[src/rtl/tarih_uart_raporlayici.sv]
// -----------------------------------------------------------------------------
// tarih_uart_raporlayici
//
// Sits between uart_rx and uart_tx of the calendar/clock top. When the command
// byte arrives it snapshots the date/time fields and streams them out as
// "DD.MM.YYYY HH:MM:SS" in ASCII, one byte per uart_tx load. Each load is paced
// by uart_tx_busy: wait for idle, strobe, wait for busy to rise, wait for busy
// to fall.
//
// Optional feature macro: RAPOR_CRLF_EN
//   defined   -> 0x0D 0x0A are appended after the seconds (21-byte report)
//   undefined -> 19-byte report ending with the seconds ones digit
//
// Ports
//   CLK            in   system clock
//   resetn         in   synchronous reset, active low
//   uart_rx_data   in   [7:0] received byte
//   uart_rx_valid  in   1-cycle strobe qualifying uart_rx_data
//   gun/ay/yil     in   day [4:0], month [3:0], year [11:0]
//   saat/dakika/saniye in hour [4:0], minute [5:0], second [5:0]
//   uart_tx_busy   in   transmitter is shifting a byte
//   uart_tx_en     out  1-cycle strobe loading uart_tx_data into uart_tx
//   uart_tx_data   out  [7:0] byte to send, holds between strobes
//   rapor_mesgul   out  report in progress
//   rapor_bitti    out  1-cycle pulse, last byte completed
//   rapor_hata     out  1-cycle pulse, aborted because busy never rose
//
// Handshake: uart_tx_en is asserted combinationally only while in GONDER and
// uart_tx_busy is low, so a byte is offered exactly in the first idle cycle
// and the strobe lasts one cycle because the state advances on that edge.
// -----------------------------------------------------------------------------
module tarih_uart_raporlayici #(
    parameter logic [7:0] KOMUT_KARAKTERI = 8'h54,
    parameter int         BUSY_TIMEOUT    = 1023   // must be >= 2
) (
    input  logic        CLK,
    input  logic        resetn,
    input  logic [7:0]  uart_rx_data,
    input  logic        uart_rx_valid,
    input  logic [4:0]  gun,
    input  logic [3:0]  ay,
    input  logic [11:0] yil,
    input  logic [4:0]  saat,
    input  logic [5:0]  dakika,
    input  logic [5:0]  saniye,
    input  logic        uart_tx_busy,
    output logic        uart_tx_en,
    output logic [7:0]  uart_tx_data,
    output logic        rapor_mesgul,
    output logic        rapor_bitti,
    output logic        rapor_hata
);

    localparam logic [2:0] BOSTA        = 3'd0;
    localparam logic [2:0] CEVIR        = 3'd1;
    localparam logic [2:0] GONDER       = 3'd2;
    localparam logic [2:0] MESGUL_BEKLE = 3'd3;
    localparam logic [2:0] BITIS_BEKLE  = 3'd4;

`ifdef RAPOR_CRLF_EN
    localparam int RAPOR_UZUNLUK = 21;
`else
    localparam int RAPOR_UZUNLUK = 19;
`endif
    localparam logic [4:0] SON_INDEKS = 5'(RAPOR_UZUNLUK - 1);

    // The strobe cycle counts as the first of the BUSY_TIMEOUT cycles and the
    // abort edge as the last, so the counter stops at BUSY_TIMEOUT-2.
    localparam int         TW       = $clog2(BUSY_TIMEOUT + 1);
    localparam logic [TW-1:0] TMO_SON = TW'(BUSY_TIMEOUT - 2);
    localparam logic [TW-1:0] TMO_BIR = TW'(1);

    logic [2:0]    r_durum;
    logic [4:0]    r_gun;
    logic [3:0]    r_ay;
    logic [4:0]    r_saat;
    logic [5:0]    r_dakika;
    logic [5:0]    r_saniye;
    logic [11:0]   r_yil_kaydir;
    logic [15:0]   r_bcd;
    logic [3:0]    r_dd_sayac;
    logic [4:0]    r_indeks;
    logic [TW-1:0] r_tmo;
    logic [7:0]    r_veri;
    logic          r_mesgul;
    logic          r_bitti;
    logic          r_hata;

    logic [15:0]   w_bcd_duzelt;
    logic [7:0]    w_bayt;
    logic          w_tx_en;

    function automatic logic [3:0] onlar(input logic [5:0] v);
        logic [5:0] q;
        q = v / 6'd10;
        return q[3:0];
    endfunction

    function automatic logic [3:0] birler(input logic [5:0] v);
        logic [5:0] q;
        q = v % 6'd10;
        return q[3:0];
    endfunction

    function automatic logic [7:0] rakam(input logic [3:0] d);
        return 8'h30 + {4'h0, d};
    endfunction

    // Double-dabble add-3 step on every BCD nibble before the shift.
    always_comb begin
        w_bcd_duzelt = r_bcd;
        for (int k = 0; k < 4; k++) begin
            if (r_bcd[4*k +: 4] >= 4'd5) begin
                w_bcd_duzelt[4*k +: 4] = r_bcd[4*k +: 4] + 4'd3;
            end
        end
    end

    // Byte selected by the current index.
    always_comb begin
        w_bayt = 8'h00;
        case (r_indeks)
            5'd0:    w_bayt = rakam(onlar({1'b0, r_gun}));
            5'd1:    w_bayt = rakam(birler({1'b0, r_gun}));
            5'd2:    w_bayt = 8'h2E;
            5'd3:    w_bayt = rakam(onlar({2'b00, r_ay}));
            5'd4:    w_bayt = rakam(birler({2'b00, r_ay}));
            5'd5:    w_bayt = 8'h2E;
            5'd6:    w_bayt = rakam(r_bcd[15:12]);
            5'd7:    w_bayt = rakam(r_bcd[11:8]);
            5'd8:    w_bayt = rakam(r_bcd[7:4]);
            5'd9:    w_bayt = rakam(r_bcd[3:0]);
            5'd10:   w_bayt = 8'h20;
            5'd11:   w_bayt = rakam(onlar({1'b0, r_saat}));
            5'd12:   w_bayt = rakam(birler({1'b0, r_saat}));
            5'd13:   w_bayt = 8'h3A;
            5'd14:   w_bayt = rakam(onlar(r_dakika));
            5'd15:   w_bayt = rakam(birler(r_dakika));
            5'd16:   w_bayt = 8'h3A;
            5'd17:   w_bayt = rakam(onlar(r_saniye));
            5'd18:   w_bayt = rakam(birler(r_saniye));
`ifdef RAPOR_CRLF_EN
            5'd19:   w_bayt = 8'h0D;
            5'd20:   w_bayt = 8'h0A;
`endif
            default: w_bayt = 8'h00;
        endcase
    end

    assign w_tx_en      = (r_durum == GONDER) && !uart_tx_busy;
    assign uart_tx_en   = w_tx_en;
    assign uart_tx_data = w_tx_en ? w_bayt : r_veri;
    assign rapor_mesgul = r_mesgul;
    assign rapor_bitti  = r_bitti;
    assign rapor_hata   = r_hata;

    always_ff @(posedge CLK) begin
        if (!resetn) begin
            r_durum      <= BOSTA;
            r_gun        <= '0;
            r_ay         <= '0;
            r_saat       <= '0;
            r_dakika     <= '0;
            r_saniye     <= '0;
            r_yil_kaydir <= '0;
            r_bcd        <= '0;
            r_dd_sayac   <= '0;
            r_indeks     <= '0;
            r_tmo        <= '0;
            r_veri       <= 8'h00;
            r_mesgul     <= 1'b0;
            r_bitti      <= 1'b0;
            r_hata       <= 1'b0;
        end else begin
            r_bitti <= 1'b0;
            r_hata  <= 1'b0;
            if (w_tx_en) begin
                r_veri <= w_bayt;
            end
            case (r_durum)
                BOSTA: begin
                    if (uart_rx_valid && (uart_rx_data == KOMUT_KARAKTERI)) begin
                        r_gun        <= gun;
                        r_ay         <= ay;
                        r_saat       <= saat;
                        r_dakika     <= dakika;
                        r_saniye     <= saniye;
                        r_yil_kaydir <= yil;
                        r_bcd        <= '0;
                        r_dd_sayac   <= '0;
                        r_indeks     <= '0;
                        r_mesgul     <= 1'b1;
                        r_durum      <= CEVIR;
                    end
                end
                CEVIR: begin
                    // Shift the next year bit (MSB first) into the adjusted BCD.
                    r_bcd        <= {w_bcd_duzelt[14:0], r_yil_kaydir[11]};
                    r_yil_kaydir <= {r_yil_kaydir[10:0], 1'b0};
                    r_dd_sayac   <= r_dd_sayac + 4'd1;
                    if (r_dd_sayac == 4'd11) begin
                        r_durum <= GONDER;
                    end
                end
                GONDER: begin
                    if (!uart_tx_busy) begin
                        r_tmo   <= '0;
                        r_durum <= MESGUL_BEKLE;
                    end
                end
                MESGUL_BEKLE: begin
                    if (uart_tx_busy) begin
                        r_durum <= BITIS_BEKLE;
                    end else if (r_tmo == TMO_SON) begin
                        r_hata   <= 1'b1;
                        r_mesgul <= 1'b0;
                        r_indeks <= '0;
                        r_durum  <= BOSTA;
                    end else begin
                        r_tmo <= r_tmo + TMO_BIR;
                    end
                end
                BITIS_BEKLE: begin
                    if (!uart_tx_busy) begin
                        if (r_indeks == SON_INDEKS) begin
                            r_bitti  <= 1'b1;
                            r_mesgul <= 1'b0;
                            r_indeks <= '0;
                            r_durum  <= BOSTA;
                        end else begin
                            r_indeks <= r_indeks + 5'd1;
                            r_durum  <= GONDER;
                        end
                    end
                end
                default: begin
                    r_durum <= BOSTA;
                end
            endcase
        end
    end

endmodule

[config.mk]
export PLATFORM = sky130hd
export DESIGN_NAME = tarih_uart_raporlayici
export DESIGN_NICKNAME = d
export VERILOG_FILES = /design/src/rtl/tarih_uart_raporlayici.sv
export SDC_FILE = /design/constraint.sdc
export NUM_CORES = 1
export LEC_CHECK = 0
export ABC_AREA = 1
export CORE_UTILIZATION = 45
export CTS_BUF_LIST = sky130_fd_sc_hd__clkbuf_4 sky130_fd_sc_hd__clkbuf_8
export DETAILED_ROUTE_END_ITERATION = 10
export PLACE_DENSITY = 0.67
export SETUP_SLACK_MARGIN = 0.4
export SLEW_MARGIN = 5
export SYNTH_ARGS = -nofsm -noshare
export SYNTH_HDL_FRONTEND = slang
export SYNTH_SLANG_ARGS = --single-unit
[constraint.sdc]
create_clock -name CLK -period 6.4 [get_ports CLK]
set_clock_uncertainty 0.15 [all_clocks]
set_input_delay 1.28 -clock CLK [delete_from_list [all_inputs] [get_ports CLK]]
set_output_delay 1.28 -clock CLK [all_outputs]
set_load 0.01 [all_outputs]
Yosys cells after proc, flatten, opt, wreduce, memory -nomap -nowiden
Index checks and enable logic that the tools add are counted.

cells by class
  $add $sub $neg = 21
  div/mod/pow operators = 10
  $lt $le $gt $ge = 4
  eq/ne operators = 34
  mux-type cells = 38
  bitwise logic cells = 3
  reduce and logical (&&, ||, !) cells = 18

operators by type and width
  cell                   count
  $pmux 7 s17            1
  $add 6x4->7 const A    14
  $eq 5x4->1 const B     8
  $pmux 16 s2            1
  $mux 10                3
  $mux 5                 5
  $pmux 12 s2            1
  $mux 3                 7
  $eq 5x3->1 const B     4
  $pmux 10 s2            1
  $ge 4x3->1 const B     4
  $mux 16                1
  $mux 4                 4
  $ne 2x2->1 const B     8
  $eq 5x5->1 const B     3
  $pmux 3 s5             1
  $pmux 5 s3             1
  $add 4x2->4 const B    3
  $div 5x4->6 const B    2
  $div 6x4->6 const B    2
  $mod 5x4->6 const B    2
  $mod 6x4->6 const B    2
  $mux 12                1
  $add 10x1->10 const B  1
  other kinds (32)       48

storage, ports and cells
  register bits = 87
  bits of input ports = 50
  output and inout port bits = 12
  word-level logic and storage cells = 143

Longest topological paths before layout
Gate-level depths: netlist of the first run.

  depth in word-level cells = 4
  mapped depth = 27
  mapped depth without buffers = 27

Least setup slack after synthesis of the first run
OpenSTA, ideal clock, no wires.

  path kind = flip-flop to output port
  start point = register r_indeks[0]
  end point = output uart_tx_data[3]
  arrival = 2.824 ns
  data required time = 4.970 ns
  setup slack = 2.146 ns
  stages on the path, launching flop included = 26
  buffers on the path = 0
  cells stage by stage = dfxtp_1 -> ha_1 -> inv_1 -> nor2_1 -> ha_1 -> inv_1 -> o22ai_1 -> nand2_1 -> inv_1 -> nand3_1 -> nand2_1 -> inv_1 -> ha_1 -> nand3_1 -> nand4_1 -> nand2_2 -> nand3_1 -> and2_1 -> ha_1 -> inv_1 -> a21oi_1 -> nor2_1 -> nand2_1 -> nand2_1 -> nand2_1 -> nand2_1

between the ends
  word-level cells in the longest chain between the ends = 4
  elaborated cells on any way between the ends = 23
  those cells by class = 18 x eq/ne; 2 x mux; 3 x reduce/logical

RTL lines
  element                                   RTL line  text
  from (decl)                               82        logic [4:0] r_indeks;
  from (signal assigned)                    231       r_indeks <= r_indeks + 5'd1;
  $eq 5x5->1, or another cell as far along  122       case (r_indeks)
  $reduce_or 2->1 (no line)                 n/a
  $pmux 7 s17 *                             122
  $mux 8 *                                  n/a
  to (decl)                                 48        output logic [7:0] uart_tx_data,

Every way passes the cells marked *; elsewhere a longest branch is shown, timed or not.

Worst setup path in the final report of the first run
  start point = register r_indeks[2]
  end point = output uart_tx_data[3]

Same word-level chain as after synthesis.

==> results of run 1 <==
routing by layer:
| metal | global-route usage (%) | up-vias |
|---|---|---|
| li1 | - | 2589 |
| met1 | 31.3 | 2336 |
| met2 | 39.0 | 101 |
| met3 | 4.24 | 22 |
| met4 | 9.30 | 0 |
| met5 | 0 | - |
Yosys cell counts, drive strengths merged (2+ instances only):
cell	instances	share of area, %
a22oi	11	1.6
nand2	170	13
a211oi	4	0.60
and2	2	0.25
o21ai	62	6.5
nand4	19	2.4
nor3b	2	0.30
o22ai	10	1.4
o21a	2	0.30
nor3	13	1.4
clkbuf	18	1.3
ha	23	5.7
dfxtp	87	35
buf	3	0.37
a21oi	71	7.2
clkinv	2	0.15
a2111oi	2	0.35
nor2	79	6.1
nand3	50	5.7
nor4	4	0.50
xor2	4	0.70
a221oi	2	0.35
inv	100	7.5
kinds of logic after synthesis:
kind of cell	count (synthesis)	synth area share, %
DFF	87	34.6
adders and majority gates	23	5.72
AOI/OAI and AO/OA	171	19.4
xor gates and xnor gates	5	0.870
buffers and inverters	123	9.37
and+or+nand+nor	341	30.1
report_power, final:
part | switching (uW) | leakage, uW | internal [uW]
clock | 194 | 0.0000853 | 158
sequential | 16.2 | 0.000702 | 558
combinational | 190 | 0.00156 | 107
sequential cells by signal, summed over array words and instances (netlist names):
register and count:
r_durum 3, r_ay 4, r_veri 8, r_indeks 5, r_yil_kaydir 12, r_gun 5
r_saniye 6, r_bcd 16, r_tmo 10, r_dd_sayac 4, rapor_bitti 1, r_saat 5
rapor_mesgul 1, r_dakika 6, rapor_hata 1
timing repair:
item | in CTS | in global routing
gates resized for setup | 0 | 3
hold buffers | 0 | 0
setup endpoints to repair | 0 | 2
final cells by class:
class / instances / area (um2)
clock buffer: 12 / 153
clock inverter: 3 / 20.0
fill: 1079 / 4950
inverter: 102 / 385
multi-input combinational: 540 / 2830
sequential: 87 / 1740
tap: 140 / 175
timing repair buffer: 64 / 633
layout by cell type, fill, tap and decap left out, types with 2 or more instances in the layout:
cell type        count
nand2_1            162
nand3_4              2
clkbuf_4             2
a21oi_1             69
nor3_1              11
a21oi_2              2
a2111oi_0            2
dfxtp_2              2
nand4_1             19
nor2_1              76
clkdlybuf4s50_1     61
and2_1               2
o21a_1               2
ha_1                22
clkinv_1             2
nand3_1             46
o22ai_1              9
xor2_1               4
a22oi_1             11
inv_2                2
nor3_2               2
nor2_2               2
a221oi_1             2
buf_4                3
inv_1               97
nand2_2              7
a211oi_1             4
clkbuf_8            10
nor3b_1              2
nand3_2              2
o21ai_0             52
dfxtp_1             85
o21ai_2              4
nor4_1               4
o21ai_1              6
clkinvlp_4           2
worst paths after layout:
| check | from | end | slack, ns | cells after the start |
|---|---|---|---|---|
| hold reg to reg | r_veri[7]$_SDFF_PN0_ | r_veri[7]$_SDFF_PN0_ | 0.30 | 2 |
| setup reg to reg | r_indeks[2]$_SDFFE_PN0P_ | r_veri[3]$_SDFF_PN0_ | 2.83 | 23 |
| setup / recovery | r_indeks[2]$_SDFFE_PN0P_ | uart_tx_data[3] | 0.74 | 23 |
| hold / removal | r_veri[7]$_SDFF_PN0_ | r_veri[7]$_SDFF_PN0_ | 0.30 | 2 |
worst reg2reg max path, cell delays in order, from the launching register on:
cell,delay (ns)
dfxtp_1,0.40
nor2_2,0.42
nand3_2,0.32
nand3_4,0.21
nand2_1,0.10
inv_1,0.12
nand3_1,0.12
nand2_1,0.12
inv_1,0.08
ha_1,0.18
nand3_1,0.08
nand4_1,0.11
nand2_2,0.10
nand2_1,0.07
nand2_1,0.07
and2_1,0.15
ha_1,0.14
inv_1,0.05
a21oi_1,0.15
nor2_1,0.05
nand2_1,0.06
nand2_1,0.04
nand2_1,0.07
a21oi_1,0.06
through the flow:
| stage | hold slack [ns] | setup WS [ns] | cell area [um2] | power, uW |
|---|---|---|---|---|
| after floorplan | 0.276 | 2.15 | 5030 | 774 |
| after global placement | 0.288 | 1.31 | 5760 | 877 |
| after detailed placement | 0.292 | 1.13 | 5760 | 882 |
| after CTS | 0.304 | 0.706 | 5930 | 1230 |
| after global routing | 0.314 | 0.413 | 5940 | 1300 |
| final | 0.300 | 0.743 | 5940 | 1220 |
==> results by stage, run 1 <==
Setup path:
- Of all nets on the critical path, the largest fanout is 12.
- In this design, the stage delay of the slowest critical-path cell is 0.55 ns.
- The slowest stage of the critical path belongs to the cell clkdlybuf4s50_1.
- Counting both buffers and inverters, the worst setup path holds a total of 4.
- STA classifies the critical path endpoint as a primary output.
- Walking the worst path, the cells encountered are nor2_2, nand3_2, nand3_4, nand2_1, inv_1, nand3_1, nand2_1, inv_1, ha_1, nand3_1, nand4_1, nand2_2, nand3_1, and2_1, ha_1, inv_1, a21oi_1, nor2_1, nand2_1, nand2_1, nand2_1, nand2_1, clkdlybuf4s50_1.
- Data on the critical path is required at its endpoint by about 5 ns.
- The type of element launching the critical path is a register.
- Among the stages of the critical path, the cell type that occurs most often is nand2_1.
- By startpoint and endpoint, the worst setup path is classified as register to primary output.
- Data arrives at the worst endpoint at 4.23 ns.
- Among cell families on the critical path, the largest total delay comes from simple AND/OR/NAND/NOR gates.

Run:
- The count of max-cap constraint violations is 0.

Worst hold path:
- The path category of the worst min-delay check is register to register.

Global routing:
- The number of antenna violations at the first check in global routing is 0.
- Global routing used between 20% and 30% of the available tracks.
- The remaining global-route overflow is 0.
- The via count of the first global-routing pass is 4,771.
- The first global-routing pass estimated 21.7 mm of wire.
- The largest net degree at the start of global routing is 47.

STA:
- Setup repair after global routing left no endpoint under its margin.
- The final critical path takes up 88.4% of the cycle.
- The max-slew violation count is 0.
- The number of endpoints failing setup at the final stage is 0.
- Derived from the worst setup path, the maximum achievable clock frequency is around 180 MHz.
- In the final timing run, aggregate negative setup slack is 0 ns.
- At the pin with the least slew margin, the transition time is 0.961 ns.
- The tightest slew margin relative to the limit is a little over a third.
- The post-layout minimum cycle time is roughly 5.7 ns.
- The number of hold-slack violations in the final timing report came to 0.

Logic synthesis:
- The synthesized cell area is 5030 um2.
- The dominant register cell in the synthesized netlist is dfxtp_1.
- In the synthesized netlist the async set-or-reset flop fraction comes to 0%.
- The number of standard cells after synthesis is 750.
- Synthesis produced a netlist with a net count of 823.
- Summing the sequential cell areas from Yosys gives around 35% of the chip area.
- Synthesis instantiated 47 different standard cells from the library.
- The synthesized design contains 0 enable-type register cells.
- The flip-flop and latch count after synthesis is 87.
- The Yosys step of the flow raised 0 warnings.
- A synthesized cell averages 6.71 um2.

Detailed routing:
- The sum of met2 wire segment lengths after detailed routing is just under 6 mm.
- The remaining routing DRC violations is 0.
- The post-route met1 wirelength is 6.33 mm.
- The uppermost signal routing layer after detailed routing is met4.
- The remaining antenna violation count is 0.
- Dividing the detail-routed wire length by the instance count gives about 14 um.
- The number of vias per cell is 5.32.
- The routed length on met3 is 425 um.
- The post-detailed-routing wire length is about 13 mm.
- The number of detailed-routing iterations run before antenna repair is 5.
- The overall via count from detail_route is 5,048.
- The number of DRC markers in iteration 0 is 282.

Pwr:
- The total power density per cell area is about 200 nW/um2.
- VDD sags by at most ~110 uV.
- For this design the static power due to leakage is ~0.0023 uW.

Cells and area:
- Relative to the synthesized area, the layout overhead comes to 18.0%.
- The count of non-filler cells in the finished layout is 948.
- At the end of the flow the core is filled with cells to 54.5%.
- The antenna diode count is 0.
- At the end of the flow, the number of nets in the layout was a little under 900.
- The fraction of final layout cells with drive strength greater than 1 is 6.06%.

Floorplan:
- The floorplan core area is 10,900 um2.
- 62 I/O pins were placed.
- The die is 108 um tall.
- The die boundary width is 108 um.
- The row count is 38.
- The initial cell density of the core is 46.2%.
- The full die area is 11,600 um2.

Place:
- The number of I/O port buffers is 61.
- At the end of routability-driven placement, the weighted congestion stood at between 0.8 and 0.9.
- Detailed placement finished with a half-perimeter wire length of 9.89 mm.
- The total instance count after detailed placement is 933.

Clock network:
- Clock-pin slew was measured on the worst setup and hold paths at 0.08 ns.
- Counting the buffers created by CTS gives 9.
- The buffers inserted during post-CTS setup optimization is 0.
- The CTS tree is done.
- The clock tree synthesis step divided the H-tree into 3 levels.
- Counting along the longest clock path gives a buffer depth of 2.
- The CTS root buffer is clkbuf_8.
- The number of sinks handled by clock tree synthesis is 87.
- The insertion delay to the later sink of the worst-skew pair is around 0.37 ns.

Run status:
- The run finished with clean final reports.
Power figures use the tool's default switching activity.
==> run 2: changes to the inputs <==
--- a/config.mk
+++ b/config.mk
@@ -11,6 +11,7 @@
 export DETAILED_ROUTE_END_ITERATION = 10
 export PLACE_DENSITY = 0.67
 export SETUP_SLACK_MARGIN = 0.4
+export SKIP_CTS_REPAIR_TIMING = 1
 export SLEW_MARGIN = 5
 export SYNTH_ARGS = -nofsm -noshare
 export SYNTH_HDL_FRONTEND = slang
==> results of run 2 <==
Same layout as run 1: the final DEF is identical, and so are final timing and power.
